**src/rtl/seg7_pkg.sv**
```systemverilog
// Shared types and segment constants for the seven-segment display path.
// Segment codes are active-low, bit order {g,f,e,d,c,b,a}.
package seg7_pkg;

    typedef enum logic [1:0] {
        ST_IDLE    = 2'd0,
        ST_CONVERT = 2'd1,
        ST_DONE    = 2'd2
    } conv_state_t;

    localparam logic [6:0] SEG_0     = 7'b1000000;
    localparam logic [6:0] SEG_1     = 7'b1111001;
    localparam logic [6:0] SEG_2     = 7'b0100100;
    localparam logic [6:0] SEG_3     = 7'b0110000;
    localparam logic [6:0] SEG_4     = 7'b0011001;
    localparam logic [6:0] SEG_5     = 7'b0010010;
    localparam logic [6:0] SEG_6     = 7'b0000010;
    localparam logic [6:0] SEG_7     = 7'b1111000;
    localparam logic [6:0] SEG_8     = 7'b0000000;
    localparam logic [6:0] SEG_9     = 7'b0010000;
    localparam logic [6:0] SEG_BLANK = 7'b1111111;

    // Non-decimal nibbles never reach here in normal operation; blank them.
    function automatic logic [6:0] seg_encode(input logic [3:0] nib);
        logic [6:0] code;
        case (nib)
            4'd0:    code = SEG_0;
            4'd1:    code = SEG_1;
            4'd2:    code = SEG_2;
            4'd3:    code = SEG_3;
            4'd4:    code = SEG_4;
            4'd5:    code = SEG_5;
            4'd6:    code = SEG_6;
            4'd7:    code = SEG_7;
            4'd8:    code = SEG_8;
            4'd9:    code = SEG_9;
            default: code = SEG_BLANK;
        endcase
        return code;
    endfunction

endpackage

```
**src/rtl/bin2bcd_serial.sv**
```systemverilog
// Serial double-dabble converter: one add-3/shift step per cycle, BUS_WIDTH steps.
// done is high for the single DONE cycle, while bcd holds the finished result.
module bin2bcd_serial
    import seg7_pkg::*;
#(
    parameter int BUS_WIDTH = 8,
    parameter int DIGITS    = 3
) (
    input  logic                  clk,
    input  logic                  reset,
    input  logic                  start,
    input  logic [BUS_WIDTH-1:0]  bin,
    output logic                  busy,
    output logic                  done,
    output logic [DIGITS*4-1:0]   bcd
);

    localparam int BCD_W = DIGITS * 4;
    localparam int SR_W  = BUS_WIDTH + BCD_W;
    localparam int CNT_W = $clog2(BUS_WIDTH + 1);

    conv_state_t       state_r;
    logic [SR_W-1:0]   shift_r;
    logic [SR_W-1:0]   adj_s;
    logic [CNT_W-1:0]  cnt_r;
    logic              busy_r;
    logic              done_r;

    // Add-3 correction on every BCD nibble that would overflow past 9 when doubled.
    always_comb begin
        adj_s = shift_r;
        for (int d = 0; d < DIGITS; d++) begin
            if (shift_r[BUS_WIDTH + d*4 +: 4] >= 4'd5) begin
                adj_s[BUS_WIDTH + d*4 +: 4] = shift_r[BUS_WIDTH + d*4 +: 4] + 4'd3;
            end else begin
                adj_s[BUS_WIDTH + d*4 +: 4] = shift_r[BUS_WIDTH + d*4 +: 4];
            end
        end
    end

    // Conversion FSM; busy and done are registered alongside the state.
    always_ff @(posedge clk) begin
        if (reset) begin
            state_r <= ST_IDLE;
            shift_r <= {SR_W{1'b0}};
            cnt_r   <= {CNT_W{1'b0}};
            busy_r  <= 1'b0;
            done_r  <= 1'b0;
        end else begin
            case (state_r)
                ST_IDLE: begin
                    if (start) begin
                        shift_r <= {{BCD_W{1'b0}}, bin};
                        cnt_r   <= {CNT_W{1'b0}};
                        state_r <= ST_CONVERT;
                        busy_r  <= 1'b1;
                    end else begin
                        state_r <= ST_IDLE;
                        busy_r  <= 1'b0;
                    end
                    done_r <= 1'b0;
                end
                ST_CONVERT: begin
                    shift_r <= adj_s << 1'b1;
                    cnt_r   <= cnt_r + CNT_W'(1);
                    busy_r  <= 1'b1;
                    if (cnt_r == CNT_W'(BUS_WIDTH - 1)) begin
                        state_r <= ST_DONE;
                        done_r  <= 1'b1;
                    end else begin
                        state_r <= ST_CONVERT;
                        done_r  <= 1'b0;
                    end
                end
                ST_DONE: begin
                    state_r <= ST_IDLE;
                    busy_r  <= 1'b0;
                    done_r  <= 1'b0;
                end
                default: begin
                    state_r <= ST_IDLE;
                    busy_r  <= 1'b0;
                    done_r  <= 1'b0;
                end
            endcase
        end
    end

    assign busy = busy_r;
    assign done = done_r;
    assign bcd  = shift_r[SR_W-1 -: BCD_W];

endmodule

```
**src/rtl/seg7_display.sv**
```systemverilog
// Binary-to-decimal multiplexed common-anode display driver.
// Optional leading-zero blanking is enabled by defining SEG7_LZ_BLANK_EN.
module seg7_display
    import seg7_pkg::*;
#(
    parameter int BUS_WIDTH = 8,
    parameter int DIGITS    = 3,
    parameter int SCAN_DIV  = 16
) (
    input  logic                  clk,
    input  logic                  reset,
    input  logic [BUS_WIDTH-1:0]  value,
    output logic [6:0]            seg,
    output logic [DIGITS-1:0]     an,
    output logic                  busy
);

    localparam int BCD_W = DIGITS * 4;
    localparam int PW    = (SCAN_DIV > 1) ? $clog2(SCAN_DIV) : 1;
    localparam int IW    = (DIGITS > 1) ? $clog2(DIGITS) : 1;

    logic [BUS_WIDTH-1:0] last_r;
    logic [BCD_W-1:0]     bcd_disp_r;
    logic [BCD_W-1:0]     bcd_s;
    logic                 start_s;
    logic                 conv_busy_s;
    logic                 conv_done_s;
    logic [PW-1:0]        presc_r;
    logic [IW-1:0]        idx_r;
    logic [3:0]           nib_s;
    logic                 blank_s;
    logic [DIGITS-1:0]    lz_s;
    logic [DIGITS-1:0]    an_s;
    logic [6:0]           seg_s;
    logic [6:0]           seg_r;
    logic [DIGITS-1:0]    an_r;

    // Only accept a new value while the converter is idle; later changes wait for the compare.
    assign start_s = (value != last_r) && !conv_busy_s;

    bin2bcd_serial #(
        .BUS_WIDTH (BUS_WIDTH),
        .DIGITS    (DIGITS)
    ) u_conv (
        .clk   (clk),
        .reset (reset),
        .start (start_s),
        .bin   (value),
        .busy  (conv_busy_s),
        .done  (conv_done_s),
        .bcd   (bcd_s)
    );

    // Accepted value and atomically updated display digits.
    always_ff @(posedge clk) begin
        if (reset) begin
            last_r     <= {BUS_WIDTH{1'b0}};
            bcd_disp_r <= {BCD_W{1'b0}};
        end else begin
            if (start_s) begin
                last_r <= value;
            end
            if (conv_done_s) begin
                bcd_disp_r <= bcd_s;
            end
        end
    end

    // Scan prescaler and digit index.
    always_ff @(posedge clk) begin
        if (reset) begin
            presc_r <= {PW{1'b0}};
            idx_r   <= {IW{1'b0}};
        end else if (presc_r == PW'(SCAN_DIV - 1)) begin
            presc_r <= {PW{1'b0}};
            idx_r   <= (idx_r == IW'(DIGITS - 1)) ? {IW{1'b0}} : idx_r + IW'(1);
        end else begin
            presc_r <= presc_r + PW'(1);
        end
    end

`ifdef SEG7_LZ_BLANK_EN
    logic zero_above_s;

    // A digit is a leading zero when it and every higher digit are zero; digit 0 always shows.
    always_comb begin
        lz_s         = {DIGITS{1'b0}};
        zero_above_s = 1'b1;
        for (int i = DIGITS - 1; i >= 1; i--) begin
            zero_above_s = zero_above_s && (bcd_disp_r[i*4 +: 4] == 4'd0);
            lz_s[i]      = zero_above_s;
        end
    end
`else
    assign lz_s = {DIGITS{1'b0}};
`endif

    // Select the active digit's nibble, blank flag and anode pattern.
    always_comb begin
        nib_s   = 4'd0;
        blank_s = 1'b0;
        an_s    = {DIGITS{1'b1}};
        for (int i = 0; i < DIGITS; i++) begin
            nib_s   = (idx_r == IW'(i)) ? bcd_disp_r[i*4 +: 4] : nib_s;
            blank_s = (idx_r == IW'(i)) ? lz_s[i] : blank_s;
            an_s[i] = (idx_r == IW'(i)) ? 1'b0 : 1'b1;
        end
        seg_s = blank_s ? SEG_BLANK : seg_encode(nib_s);
    end

    // Registered display outputs.
    always_ff @(posedge clk) begin
        if (reset) begin
            seg_r <= SEG_BLANK;
            an_r  <= {{(DIGITS-1){1'b1}}, 1'b0};
        end else begin
            seg_r <= seg_s;
            an_r  <= an_s;
        end
    end

    assign seg  = seg_r;
    assign an   = an_r;
    assign busy = conv_busy_s;

endmodule

```
**config.mk**
```make
export PLATFORM = sky130hd
export DESIGN_NAME = seg7_display
export DESIGN_NICKNAME = d
export VERILOG_FILES = /design/src/rtl/seg7_pkg.sv /design/src/rtl/bin2bcd_serial.sv /design/src/rtl/seg7_display.sv
export SDC_FILE = /design/constraint.sdc
export NUM_CORES = 1
export LEC_CHECK = 0
export CORE_MARGIN = 1.5
export CORE_UTILIZATION = 40
export CTS_CLUSTER_SIZE = 30
export DETAILED_ROUTE_END_ITERATION = 12
export PLACE_DENSITY = 0.56
export SETUP_SLACK_MARGIN = 0.02
export SLEW_MARGIN = 20
export SYNTH_ARGS = -nofsm -noshare
export SYNTH_HDL_FRONTEND = slang
export SYNTH_SLANG_ARGS = --single-unit
```
**constraint.sdc**
```tcl
create_clock -name clk -period 5 [get_ports clk]
set_input_delay 1 -clock clk [delete_from_list [all_inputs] [get_ports clk]]
set_output_delay 1 -clock clk [all_outputs]
set_load 0.05 [all_outputs]
```
==> metrics.yaml, run 1 <==
status: "finished, final reports clean"
clockBufferDepth: 2
synthSimpleGateAreaFrac_pct: 17.7
crit_family: "compound AO/OA/AOI/OAI gates"
grtUsageTotal_pct: 15.6
crit_end: "u_conv.shift_r[6]"
die_area_sq_um: 7800
syn_inst: 317
drtPass1Iterations: 4
die_x_um: 88.3
power_frac_comb_pct: 8.2
r2r.worst_path.cells: 5
fin_util_pct: 49.1
yosysUniqueCellTypes: 35
synth_top_family_by_area: "simple AND/OR/NAND/NOR gates"
rsz0062_at_grt: "no"
slew_viol_final: 0
synth_compound_area_share_pct: 11.4
drv_cap: 0
worstSetupStartpointType: "input pin"
syn_avg_cell_area_sq_um: 9.18
p_total_mw: 1.17
antenna_found_initial: 0
synth.area.mux_share_pct: 12.0
place_hpwl_um: 3450
crit_path_max_fanout: 25
fin_ws_ps: 1970
synth_edf_count: 0
cts_resized: 0
setup_tns_ps: 0
finish.instance_area_sq_um: 3390
grt_overflow: 0
crit_buf_inv: 1
setup_viol: 0
post-route-period-util_pct: 60.6
wl_um: 5320
ios: 21
worstReg2RegEnd: "u_conv.shift_r[6]"
synth_seq_cells: 64
clock-sinks: 64
post_cts_buffers: 0
cts_root_buf: "clkbuf_8"
synth.most_common_cell: "dfxtp_1"
seq_area_frac_synth_pct: 44.0
intPower_uw: 910
ys_warn_count: 0
ant_nets: 0
ff2ff_setup_slack_ps: 2770
vdd_drop_max_mv: 0.212
num-fill-cells: 702
cts.htree.levels: 3
synthArstFlopShare_pct: 0
vias_per_cell: 4.99
yosys-top-cells-area: "dfxtp_1 44%, mux2i_1 12%, ha_1 5.6%"
critPathKind: "input pin to flop"
worstPathArrival_ps: 3270
slew_headroom_pct: 35.9
clkLatencyLatePin_ps: 340
start_util_pct: 42.1
tritoncts: "done"
cp-startpoint: "value[4]"
drtIter0Drc: 104
multi_input_area_sq_um: 1500
gp_congestion: 0.753
yosys.area.top_type: "dfxtp_1"
wl_per_cell_um: 12.3
crit_chain: "clkdlybuf4s50_1, xor2_1, nor4_2, a211o_1, mux2i_1, a211oi_1"
final_cell_count_no_fill: 431
grt_pass1_wl_um: 9360
die_y_um: 88.3
syn_nets: 340
drive_above_1_share_pct: 7.16
seqPwrFrac_pct: 46.0
drcViolationCount: 0
diodes: 0
synth-adder-area-share_pct: 5.59
core_area_sq_um: 6910
holdWs_ps: 479
cp_data_required_time_ps: 5240
synthXorXnorAreaFrac_pct: 4.51
pwr-share-clk_pct: 45.8
area_growth_pct: 16.5
switchingPower_uw: 264
cts-buffers-inserted: 9
clock_skew_ps: 7.36
dp.cells: 415
cts_hold_repair.buffers: 0
grt_max_degree: 61
rows: 30
cp_num_cells: 6
fin_nets: 353
io_buffers: 20
hold_path.class: "flop to flop"
clkTransAtPathRegs_ps: 70
grt_pass1_vias: 1950
worst_path_max_delay_cell: "a211o_1"
hold_violations: 0
seq_area_sq_um: 1280
period_needed_ps: 3030
synth_commonest_cells: "64 x dfxtp_1, 43 x nor2_1, 35 x mux2i_1, 26 x a21oi_1, 20 x nand3_1"
power.leakage_nw: 1.33
max_freq_mhz: 330
vias: 2151
cpPeakStageDelay_ps: 820
dpl_worst_slack_ps: 1630
worst_pin_slew_ps: 962
post_dp_cell_area_sq_um: 3140
switching_share_pct: 22.5
ys.flop_type: "dfxtp_1"
r2r-start: "last_r[4]"
cp-end-kind: "flop"
syn-cell-area_sq_um: 2910
synth_top_area_share_pct: 44.0
p_per_area_nw_per_um2: 346
## sequential cells by signal (all words and copies together), names as in the netlist
register,flops
u_conv.busy,1
idx_r,2
u_conv.state_r,2
an,3
u_conv.done,1
presc_r,4
u_conv.cnt_r,4
last_r,8
bcd_disp_r,12
u_conv.shift_r,20
seg,7
## power groups by stage
| stage | sequential (mW) | clock (mW) | combinational (mW) |
|---|---|---|---|
| floorplan | 0.560 | 0 | 0.0633 |
| global placement | 0.551 | 0 | 0.0955 |
| detailed placement | 0.551 | 0 | 0.0969 |
| CTS | 0.540 | 0.556 | 0.0972 |
| global route | 0.542 | 0.578 | 0.107 |
| finish | 0.540 | 0.538 | 0.0961 |
## worst register-to-register path, stage by stage (launching register included)
cell      delay [ps]
dfxtp_1          320
xor2_1           170
nor4_2           370
a211o_1          820
mux2i_1          170
a211oi_1         280
## worst min-delay path by stage
stage | from | end | slack [ps] | depth (start not counted)
after floorplan | u_conv.shift_r[7] | u_conv.shift_r[8] | 430 | 2
after global placement | u_conv.shift_r[0] | u_conv.shift_r[0] | 460 | 2
after detailed placement | u_conv.shift_r[7] | u_conv.shift_r[8] | 470 | 2
after CTS | u_conv.shift_r[0] | u_conv.shift_r[0] | 480 | 2
after global routing | u_conv.shift_r[7] | u_conv.shift_r[8] | 510 | 2
final | u_conv.shift_r[7] | u_conv.shift_r[8] | 480 | 2
## layout by cell type (no fill, tap or decap), types with 7 or more instances in the layout
| cell type | synthesis | routed |
|---|---|---|
| dfxtp_1 | 64 | 64 |
| nor2_1 | 43 | 43 |
| mux2i_1 | 35 | 35 |
| a21oi_1 | 26 | 25 |
| nand3_1 | 20 | 20 |
| clkdlybuf4s50_1 | 0 | 19 |
| ha_1 | 13 | 13 |
| o21ai_0 | 11 | 11 |
| nand2_1 | 11 | 11 |
| xor2_1 | 10 | 10 |
| clkbuf_8 | 0 | 10 |
| inv_1 | 9 | 9 |
| nor3_1 | 8 | 8 |
| nand2b_1 | 8 | 8 |
| a211oi_1 | 7 | 7 |
## cells by family (layout without fill, tap and decap cells)
logic type	Yosys count	after routing
AO/OA/AOI/OAI	56	56
XOR/XNOR	15	15
adder cells (fa/ha/maj)	13	13
buffers and inverters	29	47
flip-flops	64	64
multiplexers	35	35
AND/OR/NAND/NOR	105	105
## area by class of cell
type	count	area share (%)
Clock buffer	11	4.17
Clock inverter	5	3.06
Inverter	9	0.997
Multi-Input combinational cell	224	44.2
Sequential cell	64	37.8
Tap cell	96	3.54
Timing Repair Buffer	22	6.20
## metal layers
| metal | track usage, % | up-vias | share of wire [%] |
|---|---|---|---|
| met4 | 4.26 | 0 | 0.62 |
| met3 | 5.88 | 3 | 3.6 |
| met5 | 0 | - | 0 |
| met2 | 23.4 | 28 | 43 |
| li1 | - | 1125 | - |
| met1 | 21.2 | 995 | 52 |
No activity file was read; power rests on OpenSTA's default activity.
==> run 2, diff against run 1 <==
clock period = 3.15 ns   (was 5 ns; I/O delays follow)
==> metrics.yaml, run 2 (synthesis gave the netlist of run 1 again) <==
status: "finished, final reports clean"
power.leakage_nw: 1.32  # -0.40%
tritoncts: "done"
worstPathArrival_ps: 2470  # -800 ps
worst_pin_slew_ps: 723  # -239 ps
period_needed_ps: 2200
worstSetupStartpointType: "input pin"
post_cts_buffers: 0  # unchanged
crit_path_max_fanout: 17  # -32%
hold_path.class: "flop to flop"
clkLatencyLatePin_ps: 340  # about the same
antenna_found_initial: 0  # unchanged
cp_data_required_time_ps: 3420  # -1820 ps
cts_hold_repair.buffers: 0  # unchanged
drive_above_1_share_pct: 7.96  # +0.80 points
diodes: 0  # unchanged
worst_path_max_delay_cell: "clkdlybuf4s50_1"
grtUsageTotal_pct: 16.0  # +0.36 points
vias_per_cell: 4.97  # -0.46%
fin_nets: 357  # +1.1%
start_util_pct: 42.1  # unchanged
die_y_um: 88.3  # unchanged
grt_pass1_wl_um: 9630  # +2.9%
place_hpwl_um: 3550  # +2.8%
final_common_cell: "dfxtp_1"
core_area_sq_um: 6910  # unchanged
rsz0062_at_grt: "no"
rows: 30  # unchanged
vias: 2161  # +0.46%
max_freq_mhz: 454
drtIter0Drc: 75  # -28%
final_cell_mix: "64 x dfxtp_1, 43 x nor2_1, 35 x mux2i_1, 26 x a21oi_1, 20 x nand3_1"
ant_nets: 0  # unchanged
area_growth_pct: 16.0
gp_congestion: 0.753  # about the same
reg_top3: "u_conv.shift_r x20, bcd_disp_r x12, last_r x8"
holdWs_ps: 473  # -5.68 ps
cp-end-kind: "flop"
die_area_sq_um: 7800  # unchanged
slew_viol_final: 0  # unchanged
clock_skew_ps: 8.29  # +0.928 ps
cts-buffers-inserted: 9  # unchanged
clockBufferDepth: 2  # unchanged
grt_pass1_vias: 2091  # +7.2%
slew_headroom_pct: 51.7  # +16 points
drcViolationCount: 0  # unchanged
cts_root_buf: "clkbuf_8"
grt_overflow: 0  # unchanged
p_total_mw: 1.71  # +46%
wl_um: 5530  # +3.9%
crit_chain: "clkdlybuf4s50_1, xor2_1, nor4_2, a211o_1, buf_4, a21oi_1, nor3_1"
drtPass1Iterations: 4  # unchanged
setup_viol: 0  # unchanged
vdd_drop_max_mv: 0.329  # +55%
p_per_area_nw_per_um2: 506  # +46%
cts.htree.levels: 3  # unchanged
regMostFlops: "u_conv.shift_r"
critPathKind: "input pin to flop"
clkTransAtPathRegs_ps: 70  # about the same
post_dp_cell_area_sq_um: 3160  # +0.60%
setup_tns_ps: 0  # unchanged
cpPeakStageDelay_ps: 450  # -370 ps
io_buffers: 20  # unchanged
finish.instance_area_sq_um: 3380  # -0.37%
ios: 21  # unchanged
cts_resized: 0  # unchanged
post-route-period-util_pct: 70.0
largest_reg_flops: 20  # unchanged
wl_per_cell_um: 12.7  # +3.0%
drv_cap: 0  # unchanged
clock-sinks: 64  # unchanged
die_x_um: 88.3  # unchanged
grt_max_degree: 61  # unchanged
hold_violations: 0  # unchanged
[run 2: area by class of cell]
| cell class | instances | area, sq um |
|---|---|---|
| sequential | 64 | 1280 |
| inverter | 9 | 33.8 |
| fill | 695 | 3530 |
| multi-input combinational | 224 | 1490 |
| tap | 96 | 120 |
| clock buffer | 9 | 124 |
| timing repair buffer | 26 | 253 |
| clock inverter | 7 | 72.6 |
[run 2: worst paths after layout]
path                     start  depth (start not counted)  slack, ps                 to
min          u_conv.shift_r[7]                          2        470  u_conv.shift_r[8]
min reg2reg  u_conv.shift_r[7]                          2        470  u_conv.shift_r[8]
max reg2reg           idx_r[0]                          6       1060             seg[6]
max                   value[4]                          7        950    u_conv.cnt_r[2]
[run 2: through the flow]
step | setup slack (ps) | utilization [%] | instances
floorplan | 1300 | - | 317
global placement | 590 | 45.8 | 418
detailed placement | 573 | 45.8 | 418
CTS | 931 | 48.6 | 434
global route | 758 | 48.9 | 435
finish | 947 | 48.9 | 435
[run 2: worst max-delay path: cells and delay by family]
kind / cells / cell delay, ps
compound gates: 2 / 410
buf+inv: 2 / 720
xor+xnor: 1 / 170
simple gates: 2 / 530
[run 2: layer usage]
layer | GRT usage, % | part of all wire (%)
met4 | 5.26 | 0.92
met1 | 19.5 | 51
met3 | 5.88 | 3.6
met5 | 0 | 0
met2 | 26.2 | 45
[run 2: report_power, final]
part / leakage (nW) / internal [mW] / total, mW / switching (mW)
logic: 0.704 / 0.0651 / 0.160 / 0.0951
clock network: 0.0952 / 0.365 / 0.693 / 0.329
registers: 0.523 / 0.838 / 0.856 / 0.0188
